File: config.mk
export PLATFORM = sky130hd
export DESIGN_NAME = multicycle_controller
export DESIGN_NICKNAME = d
export VERILOG_FILES = /design/src/rtl/multicycle_controller.sv
export SDC_FILE = /design/constraint.sdc
export NUM_CORES = 1
export LEC_CHECK = 0
export BUFFER_PORTS_ARGS = -buffer_cell sky130_fd_sc_hd__buf_2
export CAP_MARGIN = 20
export CORE_UTILIZATION = 44
export CTS_CLUSTER_DIAMETER = 120
export CTS_CLUSTER_SIZE = 40
export DETAILED_ROUTE_END_ITERATION = 10
export GPL_TIMING_DRIVEN = 0
export HOLD_SLACK_MARGIN = 0.02
export PLACE_DENSITY = 0.76
export SETUP_SLACK_MARGIN = 0.3
export SLEW_MARGIN = 20
export SYNTH_ARGS = -nofsm -noshare
export SYNTH_HDL_FRONTEND = slang
export SYNTH_SLANG_ARGS = --single-unit
File: constraint.sdc
create_clock -name clk -period 1.5 [get_ports clk]
set_input_delay 0.225 -clock clk [delete_from_list [all_inputs] [get_ports clk]]
set_output_delay 0.225 -clock clk [all_outputs]
set_load 0.03 [all_outputs]
File: src/rtl/multicycle_controller.sv
// multicycle_controller: Moore control FSM for a multicycle RISC-V datapath.
// It also decodes ALUControl from funct3 and ImmSrc from the opcode.
module multicycle_controller (
  input  logic       clk,
  input  logic       reset_n,
  input  logic [6:0] op,
  input  logic [2:0] funct3,
  input  logic       funct7b5,
  input  logic       Zero,
  input  logic       mem_ready,
  output logic       PCWrite,
  output logic       AdrSrc,
  output logic       IRWrite,
  output logic       RegWrite,
  output logic       MemWrite,
  output logic [1:0] ALUSrcA,
  output logic [1:0] ALUSrcB,
  output logic [1:0] ResultSrc,
  output logic [1:0] ImmSrc,
  output logic [2:0] ALUControl,
  output logic       instr_done,
  output logic       illegal_op,
  output logic [3:0] state_o
);
  localparam logic [3:0] FETCH = 4'd0, DECODE = 4'd1, MEMADR = 4'd2, MEMREAD = 4'd3,
                         MEMWB = 4'd4, MEMWRITE = 4'd5, EXECUTER = 4'd6, EXECUTEI = 4'd7,
                         ALUWB = 4'd8, BEQ = 4'd9, JAL = 4'd10;
  localparam logic [6:0] OP_LW = 7'b0000011, OP_SW = 7'b0100011, OP_R = 7'b0110011,
                         OP_I = 7'b0010011, OP_BEQ = 7'b1100011, OP_JAL = 7'b1101111;
  logic [3:0] state_q, state_d;
  logic       done_q, done_d, ill_q, ill_d;
  logic [1:0] alu_op;
  logic       branch, pc_update;
  always_comb begin
    state_d   = FETCH;
    ill_d     = 1'b0;
    AdrSrc    = 1'b0;
    IRWrite   = 1'b0;
    RegWrite  = 1'b0;
    MemWrite  = 1'b0;
    ALUSrcA   = 2'b00;
    ALUSrcB   = 2'b00;
    ResultSrc = 2'b00;
    alu_op    = 2'b00;
    branch    = 1'b0;
    pc_update = 1'b0;
    case (state_q)
      FETCH: begin
        ALUSrcB   = 2'b10;
        ResultSrc = 2'b10;
        IRWrite   = mem_ready;
        pc_update = mem_ready;
        state_d   = mem_ready ? DECODE : FETCH;
      end
      DECODE: begin
        ALUSrcA = 2'b01;
        ALUSrcB = 2'b01;
        case (op)
          OP_LW, OP_SW: state_d = MEMADR;
          OP_R:         state_d = EXECUTER;
          OP_I:         state_d = EXECUTEI;
          OP_BEQ:       state_d = BEQ;
          OP_JAL:       state_d = JAL;
          default:      ill_d   = 1'b1;
        endcase
      end
      MEMADR: begin
        ALUSrcA = 2'b10;
        ALUSrcB = 2'b01;
        state_d = (op == OP_LW) ? MEMREAD : MEMWRITE;
      end
      MEMREAD: begin
        AdrSrc  = 1'b1;
        state_d = mem_ready ? MEMWB : MEMREAD;
      end
      MEMWB: begin
        ResultSrc = 2'b01;
        RegWrite  = 1'b1;
      end
      MEMWRITE: begin
        AdrSrc   = 1'b1;
        MemWrite = 1'b1;
        state_d  = mem_ready ? FETCH : MEMWRITE;
      end
      EXECUTER: begin
        ALUSrcA = 2'b10;
        alu_op  = 2'b10;
        state_d = ALUWB;
      end
      EXECUTEI: begin
        ALUSrcA = 2'b10;
        ALUSrcB = 2'b01;
        alu_op  = 2'b10;
        state_d = ALUWB;
      end
      ALUWB: RegWrite = 1'b1;
      BEQ: begin
        ALUSrcA = 2'b10;
        alu_op  = 2'b01;
        branch  = 1'b1;
      end
      JAL: begin
        ALUSrcA   = 2'b01;
        ALUSrcB   = 2'b10;
        pc_update = 1'b1;
        state_d   = ALUWB;
      end
      default: state_d = FETCH;
    endcase
    // retire on any completing state falling back to FETCH (a stalled MEMWRITE stays put)
    done_d = (state_d == FETCH) &&
             (state_q == MEMWB || state_q == MEMWRITE || state_q == ALUWB || state_q == BEQ);
  end
  always_ff @(posedge clk or negedge reset_n)
    if (!reset_n) begin
      state_q <= FETCH;
      done_q  <= 1'b0;
      ill_q   <= 1'b0;
    end else begin
      state_q <= state_d;
      done_q  <= done_d;
      ill_q   <= ill_d;
    end
  assign PCWrite    = pc_update | (branch & Zero);
  assign ImmSrc     = (op == OP_SW) ? 2'b01 : (op == OP_BEQ) ? 2'b10 : (op == OP_JAL) ? 2'b11 : 2'b00;
  assign ALUControl = (alu_op == 2'b00) ? 3'b000 :
                      (alu_op == 2'b01) ? 3'b001 :
                      (funct3 == 3'b000) ? {2'b00, op[5] & funct7b5} :
                      (funct3 == 3'b010) ? 3'b101 :
                      (funct3 == 3'b110) ? 3'b011 :
                      (funct3 == 3'b111) ? 3'b010 : 3'b000;
  assign instr_done = done_q;
  assign illegal_op = ill_q;
  assign state_o    = state_q;
endmodule

==> metrics.csv, run 1 <==
metric;value;unit
outcome;aborted with a tool error;
lastStage;global routing (5_1_grt);
firstError;[ERROR DPL-0038] Utilization greater than 100%, impossible to legalize;
ys.flop_type;dfrtp_1;
grt_max_degree;11;
ctsLongestPathBuffers;2;
clockRootBuffer;clkbuf_4;
syn-cell-area;695.7;um^2
synth_area_leaders;dfrtp_1 22%, nor3b_1 4.3%, nor2_1 3.8%;
synthDistinctLibCells;45;
netlist_top_cells_count;7 x nor2_1, 6 x dfrtp_1, 6 x nand2_1, 4 x nor2b_1, 4 x nor3b_1;
synth_fp_nets;102;
rows;13;
worst_endpoint;PCWrite;
numCtsBuffers;3;
placed_cells;138;
ys_async_sr_fraction;100.0;%
cts_sinks;6;
yosysTopAreaCell;dfrtp_1;
netlist.area_leader.share;21.58;%
worst-ep-kind;primary output;
synth_edf_count;0;
synth_seq_cells;6;
pin_count;37;
ys_seq_area_share;21.58;%
yosys_warnings;0;
dpl.hpwl;1528;um
cts-htree-levels;1;
synth.most_common_cell;nor2_1;
initial_core_util;50.32;%
place_ws;-0.1423;ns
place_congestion;0.8239;
syn_area_per_cell;7.996;um^2
syn_inst;87;
die_h;41.76;um
io_buffers;36;
fp.dieW;41.76;um
## stage by stage
step	hold WS, ns	area [um^2]
after detailed placement	0.04814	1099
after floorplan	-0.07059	899.6
after CTS	0.2184	1346
after global placement	0.04521	1099
## repair_timing
action                                 4_1_cts
setup endpoints to repair                   22
resized for setup                           36
setup buffers                                9
endpoints found under the hold margin        6
pin swaps                                    7
cloned                                       0
hold buffers                                 1
## kinds of logic after synthesis
family / share of synthesized area, %
DFF: 21.58
and+or+nand+nor: 46.22
AOI/OAI and AO/OA: 19.78
xor gates and xnor gates: 3.778
buffers and inverters: 8.632
==> run 2, diff against run 1 <==
- CORE_AREA: unset -> 2 2 63 65
- CORE_UTILIZATION: 44 -> unset
- CTS_CLUSTER_DIAMETER: 120 -> unset
- CTS_CLUSTER_SIZE: 40 -> unset
- DIE_AREA: unset -> 0 0 65 67
- HOLD_SLACK_MARGIN: 0.02 -> unset
- PLACE_DENSITY: 0.76 -> unset
- PLACE_DENSITY_LB_ADDON: unset -> 0.15
- SETUP_SLACK_MARGIN: 0.3 -> unset
==> run 2 against run 1 <==
Against the previous run:
- the flow now finishes, with violations (setup timing)
- synthesized cell count is the same
- synthesized area is the same
==> metrics.csv, run 2 <==
metric;value;unit
crit_path_start_kind;register;
netlist.area_leader.share;21.58;%
fp.dieW;65;um
synth.most_common_cell;nor2_1;
slew_headroom;68.36;%
r2r-start;state_o[1]$_DFF_PN0_;
outcome;finished, violations left;
antenna_found_initial;0;
placed_cells;171;
critPathTopFamily;flip-flops;
ys_seq_area_share;21.58;%
p_per_area;542.5;mW/mm^2
clockRootBuffer;clkbuf_8;
synth_seq_cells;6;
vias;907;
min_period;1.712;ns
cts_tree;yes;
grt_pass1_wl;4071;um
finalPower;0.0008248;W
startpoint;state_o[3]$_DFF_PN0_;
syn_inst;87;
setup_viol;15;
setup.worst_path.end_class;output port;
synth_area_leaders;dfrtp_1 22%, nor3b_1 4.3%, nor2_1 3.8%;
cts-htree-levels;1;
critPathMaxStageDelay;0.44;ns
netlist_top_cells_count;7 x nor2_1, 6 x dfrtp_1, 6 x nand2_1, 4 x nor2b_1, 4 x nor3b_1;
max_slew.worst_pin.slew;0.4682;ns
cp_num_buf_inv;1;
drive_gt1_share;71.62;%
fin_skew;0.005493;ns
n_fill_cell;360;
yosys_warnings;0;
dr.pass1.iters;4;
hold_violations;0;
drcViolationCount;0;
gr-total-overflow;0;
crit_chain;or3b_1 -> a21o_1 -> a21oi_4 -> buf_6;
rsz0062_at_grt;true;
hp-start;op[4];
fin_cells;196;
area_growth;118.5;%
place_congestion;0.7183;
numCtsBuffers;3;
initial_core_util;19.29;%
ys_async_sr_fraction;100.0;%
grt_pass1_vias;861;
grt_max_degree;11;
irDropWorstVdd;0.1946;mV
final_common_cell;buf_2;
drv_cap;0;
die_h;67;um
antenna_cells;0;
dpl.hpwl;1766;um
fin_crit_sh;114.1;%
fin_nets;164;
ys.flop_type;dfrtp_1;
wirelength;2647;um
violations;setup timing;
synth_fp_nets;102;
gr-usage-all-layers;12.06;%
max_freq;584.1;MHz
crit_fanout;5;
critPathArrivalTime;1.49;ns
report.final.slew_viol_count;0;
drt_iter0_markers;19;
io_buffers;36;
worst_slack;-0.2120;ns
insertion_delay;0.22;ns
cp.required;1.27;ns
syn-cell-area;695.7;um^2
hold_path.class;in -> reg;
yosysTopAreaCell;dfrtp_1;
die-area;0.004355;mm^2
postRouteAntennaNets;0;
wl_per_cell;13.51;um
slowest_stage;dfrtp_2;
p_leak;0.6797;nW
ctsLongestPathBuffers;2;
worstSetupPathType;reg -> out;
pin_count;37;
layout_common_cells;23 x buf_2, 19 x buf_4, 15 x buf_6;
largest_register_ffs;4;
rows;22;
cts_sinks;6;
cts.clk_slew.worst_paths;0.04;ns
synthDistinctLibCells;45;
tns;-1.960;ns
synth_edf_count;0;
syn_area_per_cell;7.996;um^2
core_region_area;0.003606;mm^2
vias_per_cell;4.628;
## run 2: per-layer routing
layer | GRT usage, % | vias up | share of wire, %
li1 | - | 443 | -
met1 | 14.69 | 436 | 43
met2 | 22.42 | 28 | 53
met3 | 0.6757 | 0 | 4.3
met4 | 3.989 | 0 | 0
met5 | 0 | - | 0
## run 2: kinds of logic after synthesis
family | synth area share (%)
and+or+nand+nor | 46.22
AOI/OAI and AO/OA | 19.78
buffers and inverters | 8.632
DFF | 21.58
xor gates and xnor gates | 3.778
## run 2: power breakdown
group	switching, W	leakage, nW	internal (W)	total (W)
sequential	0.0000114	0.0745	0.000172	0.000184
combinational	0.000199	0.582	0.000189	0.000388
clock	0.0000699	0.0228	0.000183	0.000253
total	0.000280	0.680	0.000544	0.000825
## run 2: area by class of cell
cell class / count / area [um^2] / share of cell area (%)
Tap cell: 48 / 60.06 / 3.951
Sequential cell: 6 / 155.1 / 10.21
Buffer: 6 / 102.6 / 6.749
Timing Repair Buffer: 58 / 441.7 / 29.05
Multi-Input combinational cell: 72 / 708.2 / 46.58
Clock buffer: 4 / 45.04 / 2.963
Inverter: 2 / 7.507 / 0.4938
## run 2: path summary, 6_finish.rpt
check / endpoint / depth (start not counted) / slack (ns)
max: PCWrite / 4 / -0.21
max reg2reg: state_o[2]$_DFF_PN0_ / 6 / 0
min: state_o[2]$_DFF_PN0_ / 3 / 0.34
min in group asynchronous: state_o[2]$_DFF_PN0_ / 2 / 0.36
min reg2reg: state_o[0]$_DFF_PN0_ / 2 / 0.75
max in group asynchronous: state_o[0]$_DFF_PN0_ / 2 / 0.99
## run 2: worst min-delay path, stage by stage
cell and delay, ns:
buf_2 0.13, nand2_1 0.06, nand4_1 0.10
## run 2: metrics by stage
stage	worst slack [ns]	utilization, %	hold WS [ns]	cell area, um^2
after floorplan	-0.1912	-	-0.07059	839.6
after global placement	-0.1113	29.94	0.04905	1080
after detailed placement	-0.09258	29.94	0.05278	1080
after CTS	-0.2104	39.52	0.3108	1425
after global routing	-0.2525	42.16	0.3528	1520
final	-0.2120	42.16	0.3368	1520
## run 2: timing repair
item | CTS | global route
gates resized for setup | 39 | 18
hold buffers | 1 | 0
pin swaps | 6 | 9
hold endpoints to repair | 6 | 0
endpoints found under the setup margin | 14 | 18
buffers inserted | 15 | 6
gates cloned | 0 | 0
Note: power is estimated with default switching activity, not from simulation.
==> run 3, diff against run 2 <==
- REMOVE_ABC_BUFFERS: unset -> 1
==> run 3 against run 2 <==
Against the previous run:
- wire length decreased by 1.4%
- critical path type unchanged
- first-iteration DRC count increased by 32%
- cell area decreased by 3.0%
- utilization decreased by 1.2 points
- register-to-register slack got worse by 0.13 ns
- non-clock buffer count decreased by 2
- the flow still finishes with violations (setup timing)
- via count decreased by 1.2%
- critical path depth unchanged
- sequential share of layout area increased by 0.82 points
- flip-flop and latch count unchanged
==> metrics.csv, run 3 (synthesis results as in run 2) <==
metric;value;unit
outcome;finished, violations left;
violations;setup timing;
area_growth;112.0;%
irDropWorstVdd;0.2358;mV
wirelength;2611;um
crit_fanout;4;
whs_endpoint;state_o[2]$_DFF_PN0_;
drt_iter0_markers;25;
switchingPower;0.0002629;W
place_congestion;0.7058;
ff2ff_setup_slack;-0.13;ns
p_per_area;533.1;mW/mm^2
largest_register_ffs;4;
worstSetupPathType;reg -> out;
slew_headroom;75.56;%
critPathTopFamily;flip-flops;
vias_per_cell;4.642;
drcViolationCount;0;
antenna_found_initial;0;
core_region_area;0.003606;mm^2
dpl.hpwl;1482;um
wl_met3;76;um
cts_sinks;6;
die-area;0.004355;mm^2
comb_power_share;46.1;%
r2r_cells;7;
slowest_stage;dfrtp_4;
gr-usage-all-layers;12.21;%
dr.pass1.iters;3;
internal_power;0.0005235;W
pin_count;37;
critPathArrivalTime;1.53;ns
multiInputGateArea;683.2;um^2
layout_common_cells;22 x buf_2, 18 x buf_6, 17 x buf_4;
rsz0062_at_grt;true;
setup_viol;19;
gr-total-overflow;0;
io_buffers;36;
ctsLongestPathBuffers;2;
seqCellArea;162.7;um^2
fin_crit_sh;117.3;%
top_layer;met4;
cp.required;1.27;ns
grt_pass1_wl;4126;um
hold_violations;0;
worst_slack;-0.2591;ns
hold_depth;3;
clockRootBuffer;clkbuf_8;
place_ws;-0.5149;ns
cts.clk_slew.worst_paths;0.04;ns
numCtsBuffers;3;
fp.dieW;65;um
r2r-start;state_o[3]$_DFF_PN0_;
crit_path_start_kind;register;
hp-start;op[4];
min_period;1.759;ns
report.final.slew_viol_count;0;
rows;22;
p_clk_share;30.4;%
r2r-end;state_o[2]$_DFF_PN0_;
cts-htree-levels;1;
initial_core_util;19.29;%
drv_cap;0;
fin_nets;162;
insertion_delay;0.22;ns
fin_skew;0.0002660;ns
grt_max_degree;12;
setup.worst_path.end_class;output port;
max_freq;568.5;MHz
drive_gt1_share;69.66;%
wl_per_cell;13.53;um
cts_tree;yes;
max_slew.worst_pin.slew;0.3617;ns
p_sw_share;33.43;%
grt_pass1_vias;892;
cp_num_buf_inv;1;
met1Wirelength;1074;um
n_fill_cell;373;
antenna_cells;0;
hold_path.class;in -> reg;
critPathMaxStageDelay;0.50;ns
fin_util;40.91;%
wl_met2;1449;um
crit_chain;or3b_1 -> a21o_1 -> a21oi_2 -> buf_6;
final_common_cell;buf_2;
die_h;67;um
vias;896;
postRouteAntennaNets;0;
power.share.sequential;23.5;%
p_leak;0.6514;nW
==> run 3: cell count changes in the layout (fill, tap and decap cells not counted), sizes merged <==
cell | before | now
buf | 60 | 61
clkbuf | 7 | 3
==> run 3: through the flow <==
stage / cells / TNS [ns] / total power [W] / cell area (um^2) / hold WS (ns)
2_1_floorplan: 80 / -6.033 / 0.0003338 / 643.1 / -0.07059
3_3_place_gp: 164 / -2.654 / 0.0004137 / 883.3 / 0.05107
3_5_place_dp: 164 / -3.108 / 0.0004175 / 883.3 / 0.05177
4_1_cts: 187 / -2.398 / 0.0007545 / 1316 / 0.3105
5_1_grt: 193 / -4.409 / 0.0008350 / 1475 / 0.3422
6_report: 193 / -3.206 / 0.0007864 / 1475 / 0.3111
==> run 3: worst register-to-register path, stage by stage, from the launching register on <==
cell and delay, ns:
dfrtp_4 0.50, buf_12 0.14, buf_6 0.11, buf_8 0.12
buf_6 0.12, nor4b_4 0.32, nand4b_1 0.13, nand4_1 0.12
==> run 3: how the worst max path moves through the flow <==
stage	start	end	depth (start not counted)	slack, ns
2_1_floorplan	state_o[1]$_DFF_PN0_	IRWrite	2	-0.92
3_3_place_gp	state_o[2]$_DFF_PN0_	ALUControl[0]	4	-0.45
3_5_place_dp	state_o[2]$_DFF_PN0_	ALUControl[0]	4	-0.51
4_1_cts	state_o[3]$_DFF_PN0_	PCWrite	4	-0.29
5_1_grt	state_o[3]$_DFF_PN0_	PCWrite	4	-0.34
6_report	state_o[3]$_DFF_PN0_	PCWrite	4	-0.26
==> run 3: final cells by class <==
cell class | instances | area share (%)
multi-input cells | 72 | 46.31
inverters | 2 | 0.5089
clock buffers | 3 | 2.799
repair buffers | 62 | 35.28
well taps | 48 | 4.071
flip-flops and latches | 6 | 11.03
==> run 3: timing repair <==
action / CTS / global route
hold buffers: 1 / 0
pin swaps: 7 / 14
setup endpoints to repair: 20 / 20
setup buffers: 19 / 9
resized for setup: 59 / 30
endpoints found under the hold margin: 6 / 0
==> run 3: power groups by stage <==
stage                     Clock, W  Combinational [W]  Sequential (W)
after detailed placement         0           0.000219        0.000199
after floorplan                  0           0.000125        0.000209
after CTS                 0.000242           0.000328        0.000184
final                     0.000239           0.000363        0.000185
after global routing      0.000262           0.000388        0.000186
after global placement           0           0.000216        0.000198
==> run 3: metal layers <==
layer  track usage [%]  vias to the layer above
met4             4.521                        0
met2             23.07                       21
met1             14.20                      434
met3             1.014                        2
li1                  -                      439
met5                 0                        -
